<file path="src/rtl/core_mgmt_mailbox_slave_pkg.sv">
// Shared types for the core_management mailbox slave: register offsets,
// AXI response codes and the per-channel response state.
package core_mgmt_types;

   // Register index, i.e. address bits [5:2]
   localparam logic [3:0] REG_ID     = 4'h0;
   localparam logic [3:0] REG_TOKEN  = 4'h1;
   localparam logic [3:0] REG_TX     = 4'h2;
   localparam logic [3:0] REG_RX     = 4'h3;
   localparam logic [3:0] REG_STATUS = 4'h4;

   localparam logic [1:0] RESP_OKAY   = 2'b00;
   localparam logic [1:0] RESP_SLVERR = 2'b10;
   localparam logic [1:0] RESP_DECERR = 2'b11;

   typedef enum logic {CH_IDLE, CH_RESP} ch_state_e;

endpackage

</file>
<file path="src/rtl/core_mgmt_mailbox_slave_if.sv">
// AXI4-Lite register bus between a Taiga core master and its mailbox slave.
interface core_mgmt_mailbox_slave_if;

   logic [31:0] awaddr;
   logic        awvalid;
   logic        awready;
   logic [31:0] wdata;
   logic [3:0]  wstrb;
   logic        wvalid;
   logic        wready;
   logic [1:0]  bresp;
   logic        bvalid;
   logic        bready;
   logic [31:0] araddr;
   logic        arvalid;
   logic        arready;
   logic [31:0] rdata;
   logic [1:0]  rresp;
   logic        rvalid;
   logic        rready;

   modport master (
      output awaddr, awvalid, wdata, wstrb, wvalid, bready, araddr, arvalid, rready,
      input  awready, wready, bresp, bvalid, arready, rdata, rresp, rvalid
   );

   modport slave (
      input  awaddr, awvalid, wdata, wstrb, wvalid, bready, araddr, arvalid, rready,
      output awready, wready, bresp, bvalid, arready, rdata, rresp, rvalid
   );

endinterface

</file>
<file path="src/rtl/core_mgmt_mailbox_slave_mbox_fifo.sv">
// Circular-buffer FIFO used for the TX and RX mailboxes; push when full and
// pop when empty are ignored. Full/empty/count reflect the start of the cycle.
module mbox_fifo #(
   parameter int DEPTH = 4,
   parameter int WIDTH = 32,
   parameter int CNT_W = $clog2(DEPTH) + 1
) (
   input  logic             clk,
   input  logic             rst_n,
   input  logic             push,
   input  logic [WIDTH-1:0] wdata,
   input  logic             pop,
   output logic             full,
   output logic             empty,
   output logic [CNT_W-1:0] count,
   output logic [WIDTH-1:0] head
);

   localparam int PTR_W = $clog2(DEPTH);

   logic [WIDTH-1:0] mem_q [DEPTH];
   logic [PTR_W-1:0] wr_ptr_q, wr_ptr_d;
   logic [PTR_W-1:0] rd_ptr_q, rd_ptr_d;
   logic [CNT_W-1:0] cnt_q, cnt_d;
   logic             do_push, do_pop;

   assign full    = (cnt_q == CNT_W'(DEPTH));
   assign empty   = (cnt_q == '0);
   assign count   = cnt_q;
   assign head    = mem_q[rd_ptr_q];
   assign do_push = push && !full;
   assign do_pop  = pop && !empty;

   // Power-of-two depth lets the pointers wrap by natural overflow.
   always_comb begin
      wr_ptr_d = wr_ptr_q + PTR_W'(do_push);
      rd_ptr_d = rd_ptr_q + PTR_W'(do_pop);
      cnt_d    = cnt_q + CNT_W'(do_push) - CNT_W'(do_pop);
   end

   // NOTE: sequential state uses non-blocking (<=) so every flop samples pre-edge values.
   always_ff @(posedge clk or negedge rst_n) begin
      if (!rst_n) begin
         wr_ptr_q <= '0;
         rd_ptr_q <= '0;
         cnt_q    <= '0;
      end else begin
         wr_ptr_q <= wr_ptr_d;
         rd_ptr_q <= rd_ptr_d;
         cnt_q    <= cnt_d;
      end
   end

   // NOTE: storage has no reset; clearing the pointers and count empties the FIFO.
   always_ff @(posedge clk) begin
      if (do_push) mem_q[wr_ptr_q] <= wdata;
   end

endmodule

</file>
<file path="src/rtl/core_mgmt_mailbox_slave.sv">
// AXI4-Lite mailbox/token slave for one Taiga core. Define STRICT_AXI_RREADY_EN
// to hold bvalid/rvalid until bready/rready; by default they are 1-cycle pulses.
module core_mgmt_mailbox_slave
   import core_mgmt_types::*;
#(
   parameter int CORE_ID    = 0,
   parameter int MBOX_DEPTH = 4,
   parameter int CNT_W      = $clog2(MBOX_DEPTH) + 1
) (
   input  logic                       clk,
   input  logic                       rst_n,
   core_mgmt_mailbox_slave_if.slave   s_axi,
   output logic                       token_req,
   input  logic                       token_grant,
   output logic                       tx_valid,
   output logic [31:0]                tx_data,
   input  logic                       tx_ready,
   input  logic                       rx_valid,
   input  logic [31:0]                rx_data,
   output logic                       rx_ready
);

   localparam logic CORE_ID_BIT = CORE_ID[0];

   ch_state_e   wr_state_q, wr_state_d, rd_state_q, rd_state_d;
   logic [1:0]  bresp_q, bresp_d, rresp_q, rresp_d;
   logic [31:0] rdata_q, rdata_d;
   logic        token_req_q, token_req_d;

   logic             tx_push, tx_pop, tx_full, tx_empty;
   logic             rx_push, rx_pop, rx_full, rx_empty;
   logic [CNT_W-1:0] tx_count, rx_count;
   logic [31:0]      tx_head, rx_head;
   logic [3:0]       wr_idx, rd_idx;
   logic             unused_bits;

   assign wr_idx      = s_axi.awaddr[5:2];
   assign rd_idx      = s_axi.araddr[5:2];
   assign unused_bits = ^{s_axi.awaddr[31:6], s_axi.awaddr[1:0],
                          s_axi.araddr[31:6], s_axi.araddr[1:0], s_axi.bready, s_axi.rready};

   // Readies come straight from the state flops, never from a valid input.
   assign s_axi.awready = (wr_state_q == CH_IDLE);
   assign s_axi.wready  = (wr_state_q == CH_IDLE);
   assign s_axi.bvalid  = (wr_state_q == CH_RESP);
   assign s_axi.bresp   = bresp_q;
   assign s_axi.arready = (rd_state_q == CH_IDLE);
   assign s_axi.rvalid  = (rd_state_q == CH_RESP);
   assign s_axi.rresp   = rresp_q;
   assign s_axi.rdata   = rdata_q;
   assign token_req     = token_req_q;

   assign tx_valid = !tx_empty;
   assign tx_data  = tx_empty ? '0 : tx_head;
   assign tx_pop   = tx_valid && tx_ready;
   assign rx_ready = !rx_full;
   assign rx_push  = rx_valid && rx_ready;

   // NOTE: every always_comb output gets a default first so no latch is inferred.
   always_comb begin
      wr_state_d  = wr_state_q;
      bresp_d     = bresp_q;
      token_req_d = token_req_q;
      tx_push     = 1'b0;
      case (wr_state_q)
         CH_IDLE: begin
            if (s_axi.awvalid && s_axi.wvalid) begin
               wr_state_d = CH_RESP;
               bresp_d    = RESP_OKAY;
               if (|s_axi.wstrb) begin
                  case (wr_idx)
                     REG_TOKEN: token_req_d = s_axi.wdata[0];
                     REG_TX: begin
                        if (tx_full) bresp_d = RESP_SLVERR;
                        else         tx_push = 1'b1;
                     end
                     REG_ID, REG_RX, REG_STATUS: bresp_d = RESP_SLVERR;
                     default: bresp_d = RESP_DECERR;
                  endcase
               end
            end
         end
         CH_RESP: begin
`ifdef STRICT_AXI_RREADY_EN
            if (s_axi.bready) wr_state_d = CH_IDLE;
`else
            wr_state_d = CH_IDLE;
`endif
         end
         default: wr_state_d = CH_IDLE;
      endcase
   end

   always_comb begin
      rd_state_d = rd_state_q;
      rdata_d    = rdata_q;
      rresp_d    = rresp_q;
      rx_pop     = 1'b0;
      case (rd_state_q)
         CH_IDLE: begin
            if (s_axi.arvalid) begin
               rd_state_d = CH_RESP;
               rdata_d    = '0;
               rresp_d    = RESP_OKAY;
               case (rd_idx)
                  REG_ID:     rdata_d = {31'b0, CORE_ID_BIT};
                  REG_TOKEN:  rdata_d = {30'b0, token_req_q & token_grant, token_req_q};
                  REG_TX:     rresp_d = RESP_SLVERR;
                  REG_RX: begin
                     if (rx_empty) begin
                        rresp_d = RESP_SLVERR;
                     end else begin
                        rdata_d = rx_head;
                        rx_pop  = 1'b1;
                     end
                  end
                  REG_STATUS: rdata_d = 32'({rx_count, tx_count, rx_empty, tx_full});
                  default:    rresp_d = RESP_DECERR;
               endcase
            end
         end
         CH_RESP: begin
`ifdef STRICT_AXI_RREADY_EN
            if (s_axi.rready) rd_state_d = CH_IDLE;
`else
            rd_state_d = CH_IDLE;
`endif
         end
         default: rd_state_d = CH_IDLE;
      endcase
   end

   always_ff @(posedge clk or negedge rst_n) begin
      if (!rst_n) begin
         wr_state_q  <= CH_IDLE;
         rd_state_q  <= CH_IDLE;
         bresp_q     <= '0;
         rresp_q     <= '0;
         rdata_q     <= '0;
         token_req_q <= 1'b0;
      end else begin
         wr_state_q  <= wr_state_d;
         rd_state_q  <= rd_state_d;
         bresp_q     <= bresp_d;
         rresp_q     <= rresp_d;
         rdata_q     <= rdata_d;
         token_req_q <= token_req_d;
      end
   end

   mbox_fifo #(.DEPTH(MBOX_DEPTH), .WIDTH(32), .CNT_W(CNT_W)) u_tx_fifo (
      .clk   (clk),
      .rst_n (rst_n),
      .push  (tx_push),
      .wdata (s_axi.wdata),
      .pop   (tx_pop),
      .full  (tx_full),
      .empty (tx_empty),
      .count (tx_count),
      .head  (tx_head)
   );

   mbox_fifo #(.DEPTH(MBOX_DEPTH), .WIDTH(32), .CNT_W(CNT_W)) u_rx_fifo (
      .clk   (clk),
      .rst_n (rst_n),
      .push  (rx_push),
      .wdata (rx_data),
      .pop   (rx_pop),
      .full  (rx_full),
      .empty (rx_empty),
      .count (rx_count),
      .head  (rx_head)
   );

endmodule
</file>
<file path="src/flat_wrapper.sv">
// flat-port wrapper written by rule: the top's interface ports become plain ports
module core_mgmt_mailbox_slave_flat import core_mgmt_types::*;
#(
   parameter int CORE_ID    = 0,
   parameter int MBOX_DEPTH = 4,
   parameter int CNT_W      = $clog2(MBOX_DEPTH) + 1
)
  (clk, rst_n, token_req, token_grant, tx_valid, tx_data, tx_ready, rx_valid, rx_data, rx_ready, s_axi_awaddr, s_axi_awvalid, s_axi_wdata, s_axi_wstrb, s_axi_wvalid, s_axi_bready, s_axi_araddr, s_axi_arvalid, s_axi_rready, s_axi_awready, s_axi_wready, s_axi_bresp, s_axi_bvalid, s_axi_arready, s_axi_rdata, s_axi_rresp, s_axi_rvalid);
  core_mgmt_mailbox_slave_if s_axi_i ();
  input  logic clk;
  input  logic rst_n;
  output logic token_req;
  input  logic token_grant;
  output logic tx_valid;
  output logic [31:0] tx_data;
  input  logic tx_ready;
  input  logic rx_valid;
  input  logic [31:0] rx_data;
  output logic rx_ready;
  input wire logic [$bits(s_axi_i.awaddr)-1:0] s_axi_awaddr;
  input wire logic [$bits(s_axi_i.awvalid)-1:0] s_axi_awvalid;
  input wire logic [$bits(s_axi_i.wdata)-1:0] s_axi_wdata;
  input wire logic [$bits(s_axi_i.wstrb)-1:0] s_axi_wstrb;
  input wire logic [$bits(s_axi_i.wvalid)-1:0] s_axi_wvalid;
  input wire logic [$bits(s_axi_i.bready)-1:0] s_axi_bready;
  input wire logic [$bits(s_axi_i.araddr)-1:0] s_axi_araddr;
  input wire logic [$bits(s_axi_i.arvalid)-1:0] s_axi_arvalid;
  input wire logic [$bits(s_axi_i.rready)-1:0] s_axi_rready;
  output wire logic [$bits(s_axi_i.awready)-1:0] s_axi_awready;
  output wire logic [$bits(s_axi_i.wready)-1:0] s_axi_wready;
  output wire logic [$bits(s_axi_i.bresp)-1:0] s_axi_bresp;
  output wire logic [$bits(s_axi_i.bvalid)-1:0] s_axi_bvalid;
  output wire logic [$bits(s_axi_i.arready)-1:0] s_axi_arready;
  output wire logic [$bits(s_axi_i.rdata)-1:0] s_axi_rdata;
  output wire logic [$bits(s_axi_i.rresp)-1:0] s_axi_rresp;
  output wire logic [$bits(s_axi_i.rvalid)-1:0] s_axi_rvalid;
  assign s_axi_i.awaddr = s_axi_awaddr;
  assign s_axi_i.awvalid = s_axi_awvalid;
  assign s_axi_i.wdata = s_axi_wdata;
  assign s_axi_i.wstrb = s_axi_wstrb;
  assign s_axi_i.wvalid = s_axi_wvalid;
  assign s_axi_i.bready = s_axi_bready;
  assign s_axi_i.araddr = s_axi_araddr;
  assign s_axi_i.arvalid = s_axi_arvalid;
  assign s_axi_i.rready = s_axi_rready;
  assign s_axi_awready = s_axi_i.awready;
  assign s_axi_wready = s_axi_i.wready;
  assign s_axi_bresp = s_axi_i.bresp;
  assign s_axi_bvalid = s_axi_i.bvalid;
  assign s_axi_arready = s_axi_i.arready;
  assign s_axi_rdata = s_axi_i.rdata;
  assign s_axi_rresp = s_axi_i.rresp;
  assign s_axi_rvalid = s_axi_i.rvalid;
  core_mgmt_mailbox_slave #(.CORE_ID(CORE_ID), .MBOX_DEPTH(MBOX_DEPTH), .CNT_W(CNT_W)) u_core (.clk(clk), .rst_n(rst_n), .s_axi(s_axi_i), .token_req(token_req), .token_grant(token_grant), .tx_valid(tx_valid), .tx_data(tx_data), .tx_ready(tx_ready), .rx_valid(rx_valid), .rx_data(rx_data), .rx_ready(rx_ready));
endmodule
</file>
<file path="config.mk">
export PLATFORM = sky130hd
export DESIGN_NAME = core_mgmt_mailbox_slave_flat
export DESIGN_NICKNAME = d
export VERILOG_FILES = /design/src/rtl/core_mgmt_mailbox_slave_pkg.sv /design/src/rtl/core_mgmt_mailbox_slave_if.sv /design/src/rtl/core_mgmt_mailbox_slave_mbox_fifo.sv /design/src/rtl/core_mgmt_mailbox_slave.sv /design/src/flat_wrapper.sv
export SDC_FILE = /design/constraint.sdc
export NUM_CORES = 1
export LEC_CHECK = 0
export ABC_AREA = 1
export CORE_MARGIN = 4
export CORE_UTILIZATION = 57
export DETAILED_ROUTE_END_ITERATION = 8
export HOLD_SLACK_MARGIN = 0.08
export MAX_ROUTING_LAYER = met4
export PLACE_DENSITY = 0.81
export SYNTH_ARGS = -nofsm -noshare
export SYNTH_HDL_FRONTEND = slang
export SYNTH_HIERARCHICAL = 1
export SYNTH_SLANG_ARGS = --single-unit
</file>
<file path="constraint.sdc">
create_clock -name clk -period 7.4 [get_ports clk]
set_clock_uncertainty 0.2 [all_clocks]
set_input_delay 0.74 -clock clk [delete_from_list [all_inputs] [get_ports clk]]
set_output_delay 0.74 -clock clk [all_outputs]
set_load 0.03 [all_outputs]
</file>
==> summary.md <==
| Metric | Value |
|---|---|
| Fraction of layout cells with a size suffix above 1 | `6.34%` |
| Final Critical Period | `4.47 ns` |
| H-tree depth | `1` |
| Syn_nets | `1229` |
| Clock Sinks | `309` |
| GRT Total Usage | `21.6%` |
| Post-route ant nets | `0` |
| Fmax | `224 MHz` |
| Initial antenna violation count | `2` |
| Routed vias/inst | `5.40` |
| Reg2Reg Launch Point | `u_core/s_axi.rvalid` |
| First-pass GRT wire length | `40800 um` |
| Number of I/O port buffers | `159` |
| Leak | `5.78 nW` |
| Maximum vdd drop | `0.265 mV` |
| Core area | `21800 um^2` |
| Final hold violation count | `0` |
| Routed WL | `26100 um` |
| Max-Cap Viols | `0` |
| Post-synthesis xor/xnor area fraction | `0.279%` |
| Number of global-route vias before repair | `8111` |
| Die Width | `156 um` |
| RSZ-0062 raised after global routing | `no` |
| Final Setup Violations | `0` |
| Yosys top cell area share | `61.2%` |
| Layout overhead on the synthesized area | `21.5%` |
| FP Rows | `54` |
| Synth Instances | `1081` |
| Leading area contributor after synthesis | `edfxtp_1` |
| Clock Path Buffers | `3` |
| DIE HEIGHT | `156 um` |
| Slowest cell on the critical path | `inv_2` |
| Final Max Slew Viols | `0` |
| Top Family by Delay on Critical Path | `buffers and inverters` |
| Largest net degree at the start of global routing | `69` |
| Avg Synthesized Cell Area | `11.6 um^2` |
| CTS Root Cell | `clkbuf_16` |
| Worst path max stage delay | `0.90 ns` |
| Seq cells post-synth | `309` |
| Top cells by area, synth | `edfxtp_1 61%, dfrtp_1 11%, nor2_1 7.5%` |
| Cell-by-cell trace of the critical path | `buf_4 > inv_2 > o21ai_1 > o21ai_1 > inv_1 > nor2_1 > clkdlybuf4s50_1` |
| Post-detail-place hpwl | `14800 um` |
| Net count, final | `1370` |
| Worst path most repeated cell | `o21ai_1` |
| CTS tree | `built` |
| Final setup margin | `2.93 ns` |
| Reg clk slew, reported paths | `0.06 ns` |
| Worst path arrival time | `3.53 ns` |
| Final period util | `60.4%` |
| Status | `completed` |
| I/O pin count | `218` |
| WP data required | `6.46 ns` |
| Synthesized-area fraction occupied by adder cells | `0.717%` |
| Post-synthesis mux area share | `0%` |
| Number of buffers created by CTS | `31` |
| Worst-path maximum fanout | `68` |
| Clk_lat worst skew | `0.55 ns` |
| First-pass DRT Iterations | `5` |
| Routability cong. | `0.776` |
| Dpl ws | `3.10 ns` |
| DRT iter0 DRCs | `616` |
| Simple-gate area share of the yosys netlist | `13.3%` |
| Hold crit path type | `in -> async` |
| Post-CTS setup buffer count | `0` |
| Largest family of logic cells by synthesized area | `simple AND/OR/NAND/NOR gates` |
| Area of the mapped netlist | `12600 um^2` |
| DIE AREA | `24500 um^2` |
| Routed length per placed instance | `17.1 um` |
| Slew headroom | `24.4%` |
| DR DRC count | `0` |
| R2R depth | `10` |
| Sequential element share of the synthesized area | `71.7%` |
| Flop2flop setup slack | `3.89 ns` |
| CP Buf/Inv Count | `4` |
| PwrDens | `382 nW/um^2` |
| Starting Density | `57.8%` |
| Slew of the pin with the lowest slew margin | `1.13 ns` |
| Complex-gate fraction of the synthesized area | `8.48%` |
| Total gr overflow | `0` |
| Synth cell types | `28` |
| Routed via count | `8261` |
| Hold buffer count at CTS | `0` |
| RR Endpoint | `u_core/u_rx_fifo/count[1]` |
| Synth warn | `6` |
| Worst setup EP type | `primary output` |
| Setup crit start kind | `flop` |
| Total Neg Setup Slack | `0 ns` |
| CTS resizes | `0` |
| Critical path class | `reg -> out` |
report_power, final:
group,switching (mW),total (mW),internal (mW)
logic,1.32,1.99,0.673
registers,0.0804,2.19,2.11
clock network,0.642,1.65,1.01
total,2.04,5.84,3.80
layout by cell type (no fill, tap or decap), drive strengths merged:
cell type,instances
a21boi,4
a21oi,2
buf,5
bufinv,7
clkbuf,32
clkdlybuf4s50,158
clkinv,13
clkinvlp,5
dfrtp,53
diode,2
edfxtp,256
fa,2
ha,4
inv,67
nand2,155
nand3,18
nand3b,1
nand4,3
nor2,254
nor3,1
o211ai,1
o21ai,202
xnor2,2
xor2,2
logic make-up (layout without fill, tap and decap cells):
logic type               after synthesis  in the layout
AND/OR/NAND/NOR                      432            432
flip-flops                           309            309
AO/OA/AOI/OAI                        209            209
XOR/XNOR                               4              4
other                                  0              2
buffers and inverters                121            287
adder cells (fa/ha/maj)                6              6
registers in the layout, indices dropped and copies added (netlist names), 3 cells and up:
signal,flops
u_core/u_rx_fifo/mem_q,128
u_core/u_tx_fifo/mem_q,128
u_core/s_axi.rdata,32
u_core/u_rx_fifo/count,3
u_core/u_tx_fifo/count,3
layout make-up:
class	count	area, um^2
inverters	66	248
repair buffers	163	1620
fillers	1471	6490
clock inverters	26	328
flip-flops and latches	309	9020
diodes	2	5.00
clock buffers	32	779
multi-input cells	651	2920
well taps	280	350
routing by layer:
metal | global-route usage (%) | wire (um) | vias to the layer above
li1 | - | - | 3950
met1 | 25.8 | 10000 | 3945
met2 | 37.6 | 13300 | 311
met3 | 4.01 | 1980 | 55
met4 | 6.53 | 763 | 0
met5 | - | 0 | -
cells in the mapped netlist:
library cell,instances
nand3_1,18
a21oi_1,2
buf_4,11
dfrtp_1,53
xor2_1,2
clkbuf_2,2
fa_1,2
o21ai_2,2
nand2_2,1
inv_2,6
buf_2,9
nand4_1,3
nor2_1,251
o21ai_0,22
nor2_2,2
nor2_4,1
nand2_1,154
o21ai_1,178
a21boi_0,4
o211ai_1,1
clkbuf_1,9
nor3_1,1
edfxtp_1,256
inv_1,60
buf_6,24
ha_1,4
xnor2_1,2
nand3b_1,1
metrics by stage:
stage	util, %	cells	power [mW]	hold slack [ns]	area, um^2
6_report	70.2	1529	5.84	0.138	15300
5_1_grt	70.2	1529	6.16	0.196	15300
4_1_cts	70.1	1527	5.87	0.156	15300
3_5_place_dp	65.1	1469	4.20	0.264	14200
3_3_place_gp	65.1	1469	4.14	0.263	14200
2_1_floorplan	-	1081	3.67	0.244	12600
worst max-delay path by stage:
stage,cells after the start,start,to
final,7,u_core/u_tx_fifo/rd_ptr_q[0],tx_data[8]
after CTS,7,u_core/u_tx_fifo/rd_ptr_q[0],tx_data[8]
after floorplan,6,s_axi_awvalid,u_core/u_tx_fifo/mem_q[0][0]
after global placement,10,s_axi_arvalid,u_core/u_rx_fifo/count[1]
after detailed placement,10,s_axi_arvalid,u_core/u_rx_fifo/count[1]
after global routing,7,u_core/u_tx_fifo/rd_ptr_q[0],tx_data[12]
No activity file was read; power rests on OpenSTA's default activity.
